File: src/rtl/chess_board_renderer_if.sv
// Pixel stream from the board renderer into the LCD pixel-write path.
interface chess_board_renderer_if;
  logic        pixelReady;
  logic        pixelWrite;
  logic [15:0] pixelData;
  logic [7:0]  xAddr;
  logic [7:0]  yAddr;
  logic        frameStart;
  logic        frameDone;
  logic        busy;

  modport master (
    input  pixelReady,
    output pixelWrite, pixelData, xAddr, yAddr, frameStart, frameDone, busy
  );

  modport slave (
    output pixelReady,
    input  pixelWrite, pixelData, xAddr, yAddr, frameStart, frameDone, busy
  );
endinterface

File: src/rtl/chess_board_renderer.sv
// Chess board renderer: snapshots the 64-square layout bus and streams an
// 8x8 board image as RGB565 pixels in raster order over valid/ready.
module chess_board_renderer #(
  parameter int unsigned SQUARE_PIXELS = 30,
  parameter int unsigned PIECE_INSET   = 8,
  parameter int unsigned BORDER_PIXELS = 3,
  localparam int unsigned CHESS_SQUARES = 64,
  localparam int unsigned SQUARE_WIDTH  = 8,
  localparam int unsigned MATRIX_WIDTH  = CHESS_SQUARES * SQUARE_WIDTH
) (
  input  logic                    clock,
  input  logic                    resetApp,
  input  logic [MATRIX_WIDTH-1:0] Layout,
  input  logic                    refresh,
  chess_board_renderer_if.master  pix
);

  localparam int unsigned SUB_WIDTH    = (SQUARE_PIXELS > 1) ? $clog2(SQUARE_PIXELS) : 1;
  localparam int unsigned FRAME_PIXELS = 8 * SQUARE_PIXELS;

  localparam logic [SUB_WIDTH-1:0] SUB_LAST  = SUB_WIDTH'(SQUARE_PIXELS - 1);
  localparam logic [SUB_WIDTH-1:0] BORDER_LO = SUB_WIDTH'(BORDER_PIXELS);
  localparam logic [SUB_WIDTH-1:0] BORDER_HI = SUB_WIDTH'(SQUARE_PIXELS - BORDER_PIXELS);
  localparam logic [SUB_WIDTH-1:0] INSET_LO  = SUB_WIDTH'(PIECE_INSET);
  localparam logic [SUB_WIDTH-1:0] INSET_HI  = SUB_WIDTH'(SQUARE_PIXELS - PIECE_INSET);
  localparam logic [7:0]           COORD_LAST = 8'(FRAME_PIXELS - 1);

  localparam logic [15:0] LIGHT_COLOUR  = 16'hEF7D;
  localparam logic [15:0] DARK_COLOUR   = 16'h8A22;
  localparam logic [15:0] WHITE_COLOUR  = 16'hFFFF;
  localparam logic [15:0] BLACK_COLOUR  = 16'h0000;
  localparam logic [15:0] CURSOR_COLOUR = 16'hF800;

  typedef enum logic [1:0] {
    IDLE     = 2'd0,
    SNAPSHOT = 2'd1,
    DRAW     = 2'd2,
    DONE     = 2'd3
  } stateType;

  stateType state, stateNext;

  logic                    pending, pendingNext;
  logic [MATRIX_WIDTH-1:0] snapshot, snapshotNext;
  logic [MATRIX_WIDTH-1:0] colourSource;
  logic [SUB_WIDTH-1:0]    subX, subY, subXNext, subYNext;
  logic [2:0]              col, row, colNext, rowNext;
  logic [7:0]              xNext, yNext;
  logic [15:0]             dataNext;
  logic                    writeNext, startNext, doneNext, busyNext;
  logic                    loadPixel, handshake;

  // Colour of one pixel given the square column/screen row and the offset inside the square.
  function automatic logic [15:0] pixelColour(
    input logic [MATRIX_WIDTH-1:0] board,
    input logic [2:0]              colIn,
    input logic [2:0]              rowIn,
    input logic [SUB_WIDTH-1:0]    sx,
    input logic [SUB_WIDTH-1:0]    sy
  );
    logic [2:0] boardY;
    logic [7:0] square;
    logic       cursorHit;
    logic       pieceHit;
    boardY    = 3'd7 - rowIn;
    square    = board[{boardY, colIn, 3'b000} +: 8];
    cursorHit = (square[7:4] == 4'd1) &&
                ((sx < BORDER_LO) || (sy < BORDER_LO) || (sx >= BORDER_HI) || (sy >= BORDER_HI));
    pieceHit  = (square[2:0] != 3'd0) && (square[2:0] != 3'd7) &&
                (sx >= INSET_LO) && (sx < INSET_HI) && (sy >= INSET_LO) && (sy < INSET_HI);
    if (cursorHit) begin
      pixelColour = CURSOR_COLOUR;
    end else if (pieceHit) begin
      pixelColour = square[3] ? BLACK_COLOUR : WHITE_COLOUR;
    end else if (colIn[0] ^ boardY[0]) begin
      pixelColour = LIGHT_COLOUR;
    end else begin
      pixelColour = DARK_COLOUR;
    end
  endfunction

  assign handshake = pix.pixelWrite && pix.pixelReady;

  // State register.
  always_ff @(posedge clock) begin
    if (!resetApp) begin
      state <= IDLE;
    end else begin
      state <= stateNext;
    end
  end

  // Next state, next outputs and raster counters; first pixel colours from the live layout.
  always_comb begin
    stateNext    = state;
    pendingNext  = pending | refresh;
    snapshotNext = snapshot;
    writeNext    = pix.pixelWrite;
    dataNext     = pix.pixelData;
    xNext        = pix.xAddr;
    yNext        = pix.yAddr;
    subXNext     = subX;
    subYNext     = subY;
    colNext      = col;
    rowNext      = row;
    startNext    = 1'b0;
    doneNext     = 1'b0;
    busyNext     = pix.busy;
    loadPixel    = 1'b0;
    colourSource = snapshot;

    case (state)
      IDLE: begin
        if (Layout != snapshot) begin
          pendingNext = 1'b1;
        end
        if (pendingNext) begin
          stateNext = SNAPSHOT;
          busyNext  = 1'b1;
        end
      end

      SNAPSHOT: begin
        stateNext    = DRAW;
        snapshotNext = Layout;
        pendingNext  = refresh;
        colourSource = Layout;
        writeNext    = 1'b1;
        startNext    = 1'b1;
        xNext        = 8'd0;
        yNext        = 8'd0;
        subXNext     = '0;
        subYNext     = '0;
        colNext      = 3'd0;
        rowNext      = 3'd0;
        loadPixel    = 1'b1;
      end

      DRAW: begin
        if (handshake) begin
          if ((pix.xAddr == COORD_LAST) && (pix.yAddr == COORD_LAST)) begin
            stateNext = DONE;
            writeNext = 1'b0;
            busyNext  = 1'b0;
            doneNext  = 1'b1;
          end else begin
            loadPixel = 1'b1;
            if (pix.xAddr == COORD_LAST) begin
              xNext    = 8'd0;
              subXNext = '0;
              colNext  = 3'd0;
              yNext    = pix.yAddr + 8'd1;
              if (subY == SUB_LAST) begin
                subYNext = '0;
                rowNext  = row + 3'd1;
              end else begin
                subYNext = subY + SUB_WIDTH'(1);
              end
            end else begin
              xNext = pix.xAddr + 8'd1;
              if (subX == SUB_LAST) begin
                subXNext = '0;
                colNext  = col + 3'd1;
              end else begin
                subXNext = subX + SUB_WIDTH'(1);
              end
            end
          end
        end
      end

      DONE: begin
        stateNext = IDLE;
      end

      default: begin
        stateNext = IDLE;
      end
    endcase

    if (loadPixel) begin
      dataNext = pixelColour(colourSource, colNext, rowNext, subXNext, subYNext);
    end
  end

  // Registered outputs, snapshot, pending flag and sub-square counters.
  always_ff @(posedge clock) begin
    if (!resetApp) begin
      pending        <= 1'b1;
      snapshot       <= '0;
      pix.pixelWrite <= 1'b0;
      pix.pixelData  <= 16'd0;
      pix.xAddr      <= 8'd0;
      pix.yAddr      <= 8'd0;
      pix.frameStart <= 1'b0;
      pix.frameDone  <= 1'b0;
      pix.busy       <= 1'b0;
      subX           <= '0;
      subY           <= '0;
      col            <= 3'd0;
      row            <= 3'd0;
    end else begin
      pending        <= pendingNext;
      snapshot       <= snapshotNext;
      pix.pixelWrite <= writeNext;
      pix.pixelData  <= dataNext;
      pix.xAddr      <= xNext;
      pix.yAddr      <= yNext;
      pix.frameStart <= startNext;
      pix.frameDone  <= doneNext;
      pix.busy       <= busyNext;
      subX           <= subXNext;
      subY           <= subYNext;
      col            <= colNext;
      row            <= rowNext;
    end
  end

endmodule

File: src/flat_wrapper.sv
// flat-port wrapper written by rule: the top's interface ports become plain ports
module chess_board_renderer_flat 
#(
  parameter int unsigned SQUARE_PIXELS = 30,
  parameter int unsigned PIECE_INSET   = 8,
  parameter int unsigned BORDER_PIXELS = 3,
  localparam int unsigned CHESS_SQUARES = 64,
  localparam int unsigned SQUARE_WIDTH  = 8,
  localparam int unsigned MATRIX_WIDTH  = CHESS_SQUARES * SQUARE_WIDTH
)
  (clock, resetApp, Layout, refresh, pix_pixelReady, pix_pixelWrite, pix_pixelData, pix_xAddr, pix_yAddr, pix_frameStart, pix_frameDone, pix_busy);
  chess_board_renderer_if pix_i ();
  input  logic clock;
  input  logic resetApp;
  input  logic [MATRIX_WIDTH-1:0] Layout;
  input  logic refresh;
  input wire logic [$bits(pix_i.pixelReady)-1:0] pix_pixelReady;
  output wire logic [$bits(pix_i.pixelWrite)-1:0] pix_pixelWrite;
  output wire logic [$bits(pix_i.pixelData)-1:0] pix_pixelData;
  output wire logic [$bits(pix_i.xAddr)-1:0] pix_xAddr;
  output wire logic [$bits(pix_i.yAddr)-1:0] pix_yAddr;
  output wire logic [$bits(pix_i.frameStart)-1:0] pix_frameStart;
  output wire logic [$bits(pix_i.frameDone)-1:0] pix_frameDone;
  output wire logic [$bits(pix_i.busy)-1:0] pix_busy;
  assign pix_i.pixelReady = pix_pixelReady;
  assign pix_pixelWrite = pix_i.pixelWrite;
  assign pix_pixelData = pix_i.pixelData;
  assign pix_xAddr = pix_i.xAddr;
  assign pix_yAddr = pix_i.yAddr;
  assign pix_frameStart = pix_i.frameStart;
  assign pix_frameDone = pix_i.frameDone;
  assign pix_busy = pix_i.busy;
  chess_board_renderer #(.SQUARE_PIXELS(SQUARE_PIXELS), .PIECE_INSET(PIECE_INSET), .BORDER_PIXELS(BORDER_PIXELS)) u_core (.clock(clock), .resetApp(resetApp), .Layout(Layout), .refresh(refresh), .pix(pix_i));
endmodule
File: config.mk
export PLATFORM = sky130hd
export DESIGN_NAME = chess_board_renderer_flat
export DESIGN_NICKNAME = d
export VERILOG_FILES = /design/src/rtl/chess_board_renderer_if.sv /design/src/rtl/chess_board_renderer.sv /design/src/flat_wrapper.sv
export SDC_FILE = /design/constraint.sdc
export NUM_CORES = 2
export LEC_CHECK = 0
export BUFFER_PORTS_ARGS = -buffer_cell sky130_fd_sc_hd__buf_2
export CAP_MARGIN = 10
export CORE_ASPECT_RATIO = 1.4
export CORE_MARGIN = 1.5
export CORE_UTILIZATION = 58
export CTS_BUF_LIST = sky130_fd_sc_hd__clkbuf_16
export DETAILED_ROUTE_END_ITERATION = 6
export GPL_ROUTABILITY_DRIVEN = 0
export PLACE_DENSITY = 0.82
export SETUP_SLACK_MARGIN = 0.3
export SKIP_CTS_REPAIR_TIMING = 1
export SLEW_MARGIN = 20
export SYNTH_ARGS = -nofsm -noshare
export SYNTH_HDL_FRONTEND = slang
export SYNTH_SLANG_ARGS = --single-unit
File: constraint.sdc
create_clock -name clock -period 4 [get_ports clock]
set_input_delay 0 -clock clock [delete_from_list [all_inputs] [get_ports clock]]
set_output_delay 0 -clock clock [all_outputs]
set_load 0.02 [all_outputs]
==> results_dict.tcl, run 1 <==
set metrics [dict create \
    status "did not finish" \
    lastStage "global routing" \
    tool.error "[ERROR GRT-0116] Global routing finished with congestion. Check the congestion regions in the DRC Viewer." \
    synth_cell_types 94 \
    die_w_um 207.3 \
    yosys_warnings 0 \
    grt.overflow.total 1 \
    rows 104 \
    ys_top_cells_by_area "dfxtp_1 (33%), mux2i_1 (15%), nor2b_1 (9.2%)" \
    synth_nets 4163 \
    die_h_um 289.1 \
    synth_most_common_cell "dfxtp_1" \
    placed_cells 4924 \
    synth-seq-cells 558 \
    synth-main-ff-cell "dfxtp_1" \
    initial_core_util_pct 58.82 \
    synthCells 3636 \
    grt_pass1_wl_um 265600 \
    grt.total_usage_pct 62.55 \
    synth_area_per_cell_um2 9.326 \
    h-tree-depth 2 \
    root_buffer "clkbuf_16" \
    clock_path_buffers 3 \
    synth_top_area_share_pct 32.94 \
    synth_top_area_cell "dfxtp_1" \
    synth_common_cells "dfxtp_1 (558), mux2i_1 (506), nor2b_1 (498)" \
    async_flop_share_pct 0 \
    numCtsBuffers 55 \
    top_level_ports 552 \
    synth_seq_area_share_pct 32.94 \
    cts_sinks 558 \
    synth_area_mm2 0.03391 \
    grt_max_degree 150 \
    dp_hpwl_um 139600 \
    grt_pass1_vias 36460 \
    io_buffers 551 \
    synth_edf_count 0 \
]
[through the flow]
step	setup TNS [ns]	area [um2]	worst slack [ns]	util [%]
2_1_floorplan	0	33910	0.3603	-
3_3_place_gp	-1.702	38560	-0.2732	66.88
3_5_place_dp	-2.121	38560	-0.3305	66.88
4_1_cts	-1.742	40180	-0.2744	69.71
[logic make-up after synthesis]
kind of cell,Yosys count,synth area share (%)
adder cells (fa/ha/maj),11,0.4059
AO/OA/AOI/OAI,495,11.41
buffers and inverters,439,5.517
XOR/XNOR,317,8.188
flip-flops,558,32.94
AND/OR/NAND/NOR,1223,20.86
multiplexers,593,20.67
[layer usage]
layer | GRT overflow | GRT usage (%)
met3 | 0 | 44.33
met1 | 0 | 60.63
met5 | 0 | 23.75
met4 | 1 | 64.82
met2 | 0 | 82.16
==> run 2: changes to the inputs <==
--- a/config.mk
+++ b/config.mk
@@ -7,14 +7,11 @@
 export LEC_CHECK = 0
 export BUFFER_PORTS_ARGS = -buffer_cell sky130_fd_sc_hd__buf_2
 export CAP_MARGIN = 10
-export CORE_ASPECT_RATIO = 1.4
 export CORE_MARGIN = 1.5
-export CORE_UTILIZATION = 58
-export CTS_BUF_LIST = sky130_fd_sc_hd__clkbuf_16
+export CORE_UTILIZATION = 40
 export DETAILED_ROUTE_END_ITERATION = 6
 export GPL_ROUTABILITY_DRIVEN = 0
-export PLACE_DENSITY = 0.82
-export SETUP_SLACK_MARGIN = 0.3
+export PLACE_DENSITY_LB_ADDON = 0.15
 export SKIP_CTS_REPAIR_TIMING = 1
 export SLEW_MARGIN = 20
 export SYNTH_ARGS = -nofsm -noshare
==> run 2 against run 1 <==
Against the previous run: the flow now finishes, with violations (design-rule violations, negative setup slack); synthesized cell count unchanged; synthesized area stayed put.
==> results_dict.tcl, run 2 <==
set metrics [dict create \
    max_freq_mhz 241.1 \
    r2r_start "u_core.pix.xAddr[0]" \
    drt_iter0_markers 5558 \
    h-tree-depth 3 \
    tightest_slew_ns 1.203 \
    crit_family "compound AO/OA/AOI/OAI gates" \
    ant_nets 0 \
    synth_seq_area_share_pct 32.94 \
    violations "design-rule violations, negative setup slack" \
    hold_end "u_core.snapshot[250]" \
    grt_max_degree 126 \
    combPwrFrac_pct 48.3 \
    path_class "register to register" \
    synth_top_area_share_pct 32.94 \
    yosys_warnings 0 \
    dieArea_mm2 0.08652 \
    worst_hold_slack_ns 0.1314 \
    place_area_mm2 0.03949 \
    cts_tree "yes" \
    root_buffer "clkbuf_16" \
    ys_top_cells_by_area "dfxtp_1 (33%), mux2i_1 (15%), nor2b_1 (9.2%)" \
    reg2reg_setup_slack_ns -0.15 \
    seq_area_mm2 0.01118 \
    synth-seq-cells 558 \
    stdcell_area_mm2 0.04839 \
    synth-main-ff-cell "dfxtp_1" \
    synth_common_cells "dfxtp_1 (558), mux2i_1 (506), nor2b_1 (498)" \
    multi_input_area_mm2 0.02134 \
    initial_core_util_pct 40.45 \
    synthCells 3636 \
    leakagePower_nw 19.40 \
    drt_wl_total_um 202000 \
    grt.overflow.total 0 \
    hold_viol_final 0 \
    path_buf_inv 6 \
    top_level_ports 552 \
    p_sw_mw 12.20 \
    drive_gt1_share_pct 23.06 \
    synth-simple-area-share_pct 20.86 \
    cap_violations 0 \
    worst_slack_ns -0.1471 \
    io_buffers 551 \
    start_kind "register" \
    core_mm2 0.08382 \
    drtPass1Iterations 7 \
    p_seq_share_pct 28.7 \
    synth_top_family_by_area "simple AND/OR/NAND/NOR gates" \
    synthToLayoutAreaGrowth_pct 42.72 \
    dp_slack_ns -0.2860 \
    synth_most_common_cell "dfxtp_1" \
    die_w_um 294.2 \
    crit_arrival_ns 4.69 \
    reg.largest.list "u_core.snapshot (512), u_core.pix.xAddr (8), u_core.pix.yAddr (8)" \
    crit_chain "ha_4, and4b_4, a211oi_4, or2_4, and3_4, buf_12, buf_12, buf_4, buf_4, mux4_2, a221oi_2, nand2_1, o311ai_2, nor4_4, buf_4, buf_4, a31oi_1, o22ai_1, o32ai_2" \
    synth_area_mm2 0.03391 \
    holdPathStages 3 \
    maxSlewHeadroom_pct 19.05 \
    switching_share_pct 42.61 \
    synth_edf_count 0 \
    required_ns 4.54 \
    worstHoldPathType "input port to register" \
    synth_xor_area_share_pct 8.188 \
    numCtsBuffers 68 \
    synth_cell_types 94 \
    drv_slew 0 \
    setup_viol 7 \
    worst_clock_skew_ns 0.02940 \
    dp_hpwl_um 155100 \
    ir_worst_vdd_uv 341.3 \
    largest_reg_flops 512 \
    min_from "Layout[250]" \
    grt_pass1_wl_um 255700 \
    grt.total_usage_pct 43.18 \
    intPower_mw 16.42 \
    antenna_found_initial 38 \
    critPathMostFrequentCell "buf_4" \
    utilization_pct 57.73 \
    synth_top_area_cell "dfxtp_1" \
    status "complete, but fails checks" \
    path_max_fanout 6 \
    clkPwrFrac_pct 23.0 \
    post-route-min-period_ns 4.147 \
    num_vias 38140 \
    period_share_pct 103.7 \
    synthMuxAreaShare_pct 20.67 \
    async_flop_share_pct 0 \
    synth_area_per_cell_um2 9.326 \
    finalPower_mw 28.62 \
    cpPeakStageDelay_ns 0.43 \
    synth-compound-area-share_pct 11.41 \
    clkTransAtPathRegs_ns 0.07 \
    rsz0062_at_grt "yes" \
    top_register "u_core.snapshot" \
    cts_sinks 558 \
    rows 106 \
    endpoint_kind "register" \
    final_cell_mix "dlygate4sd3_1 (570), dfxtp_1 (554), buf_2 (551)" \
    crit_slowest_cell "mux4_2" \
    die_h_um 294.2 \
    wl_per_cell_um 32.91 \
    power_density_mw_per_mm2 591.4 \
    synth_nets 4163 \
    clock_path_buffers 3 \
    startpoint "u_core.pix.xAddr[0]" \
    grt_pass1_vias 31710 \
    rr_endpoint "u_core.pix.pixelData[1]" \
    avgViaCountPerCell 6.213 \
    drc 22 \
    reg2reg_depth 19 \
    synth-adder-area-share_pct 0.4059 \
    nFillCells 7558 \
    final_nets 5447 \
    clock_latency_ns 0.63 \
    mostFrequentLayoutCell "dlygate4sd3_1" \
]
[run 2: worst reg2reg max path, delay by kind of cell, from the launching register on]
family / cells / cell delay [ns]
AO/OA/AOI/OAI: 6 / 1.36
adder cells (fa/ha/maj): 1 / 0.18
buffers and inverters: 6 / 0.93
flip-flops: 1 / 0.33
multiplexers: 1 / 0.43
AND/OR/NAND/NOR: 5 / 0.88
[run 2: stage by stage]
stage / std cells / TNS [ns]
after floorplan: 3636 / 0
after global placement: 5378 / -1.478
after detailed placement: 5378 / -1.747
after CTS: 5501 / -1.975
after global routing: 6116 / -1.579
final: 6138 / -0.5079
[run 2: kinds of logic after synthesis]
| family | Yosys count |
|---|---|
| and+or+nand+nor | 1223 |
| muxes | 593 |
| DFF | 558 |
| AOI/OAI and AO/OA | 495 |
| buffers and inverters | 439 |
| xor gates and xnor gates | 317 |
| adders and majority gates | 11 |
[run 2: worst max path at each step]
| stage | endpoint | slack (ns) | cells past startpoint |
|---|---|---|---|
| CTS | u_core.pix.pixelData[1] | -0.36 | 17 |
| detailed placement | u_core.pix.pixelData[12] | -0.29 | 17 |
| global placement | u_core.pix.pixelData[7] | -0.25 | 18 |
| finish | u_core.pix.pixelData[1] | -0.15 | 19 |
| floorplan | u_core.pix.pixelData[14] | 0.28 | 19 |
| global route | u_core.pix.pixelData[1] | -0.28 | 17 |
[run 2: power groups by stage]
stage                     Sequential (mW)  Combinational, mW  Clock (mW)
after global placement               8.15               12.1           0
after CTS                            8.07               12.2        6.54
after floorplan                      7.73               7.42           0
final                                8.21               13.8        6.58
after detailed placement             8.17               12.1           0
after global routing                 8.25               14.1        6.76
[run 2: cell type report]
cell class / count / share of cell area [%]
Antenna cell: 31 / 0.1603
Sequential cell: 558 / 23.09
Inverter: 229 / 1.776
Tap cell: 1134 / 2.932
Timing Repair Buffer: 1423 / 23.21
Multi-Input combinational cell: 2640 / 44.10
Clock buffer: 102 / 4.137
Clock inverter: 21 / 0.5869
[run 2: layer usage]
layer	GRT usage (%)	wire, um	up-vias
met2	60.96	81760	3172
li1	-	-	15760
met1	50.36	69970	18130
met5	0.6807	239	-
met4	33.28	21220	24
met3	19.93	28800	1052
(Power assumes the default switching activity.)
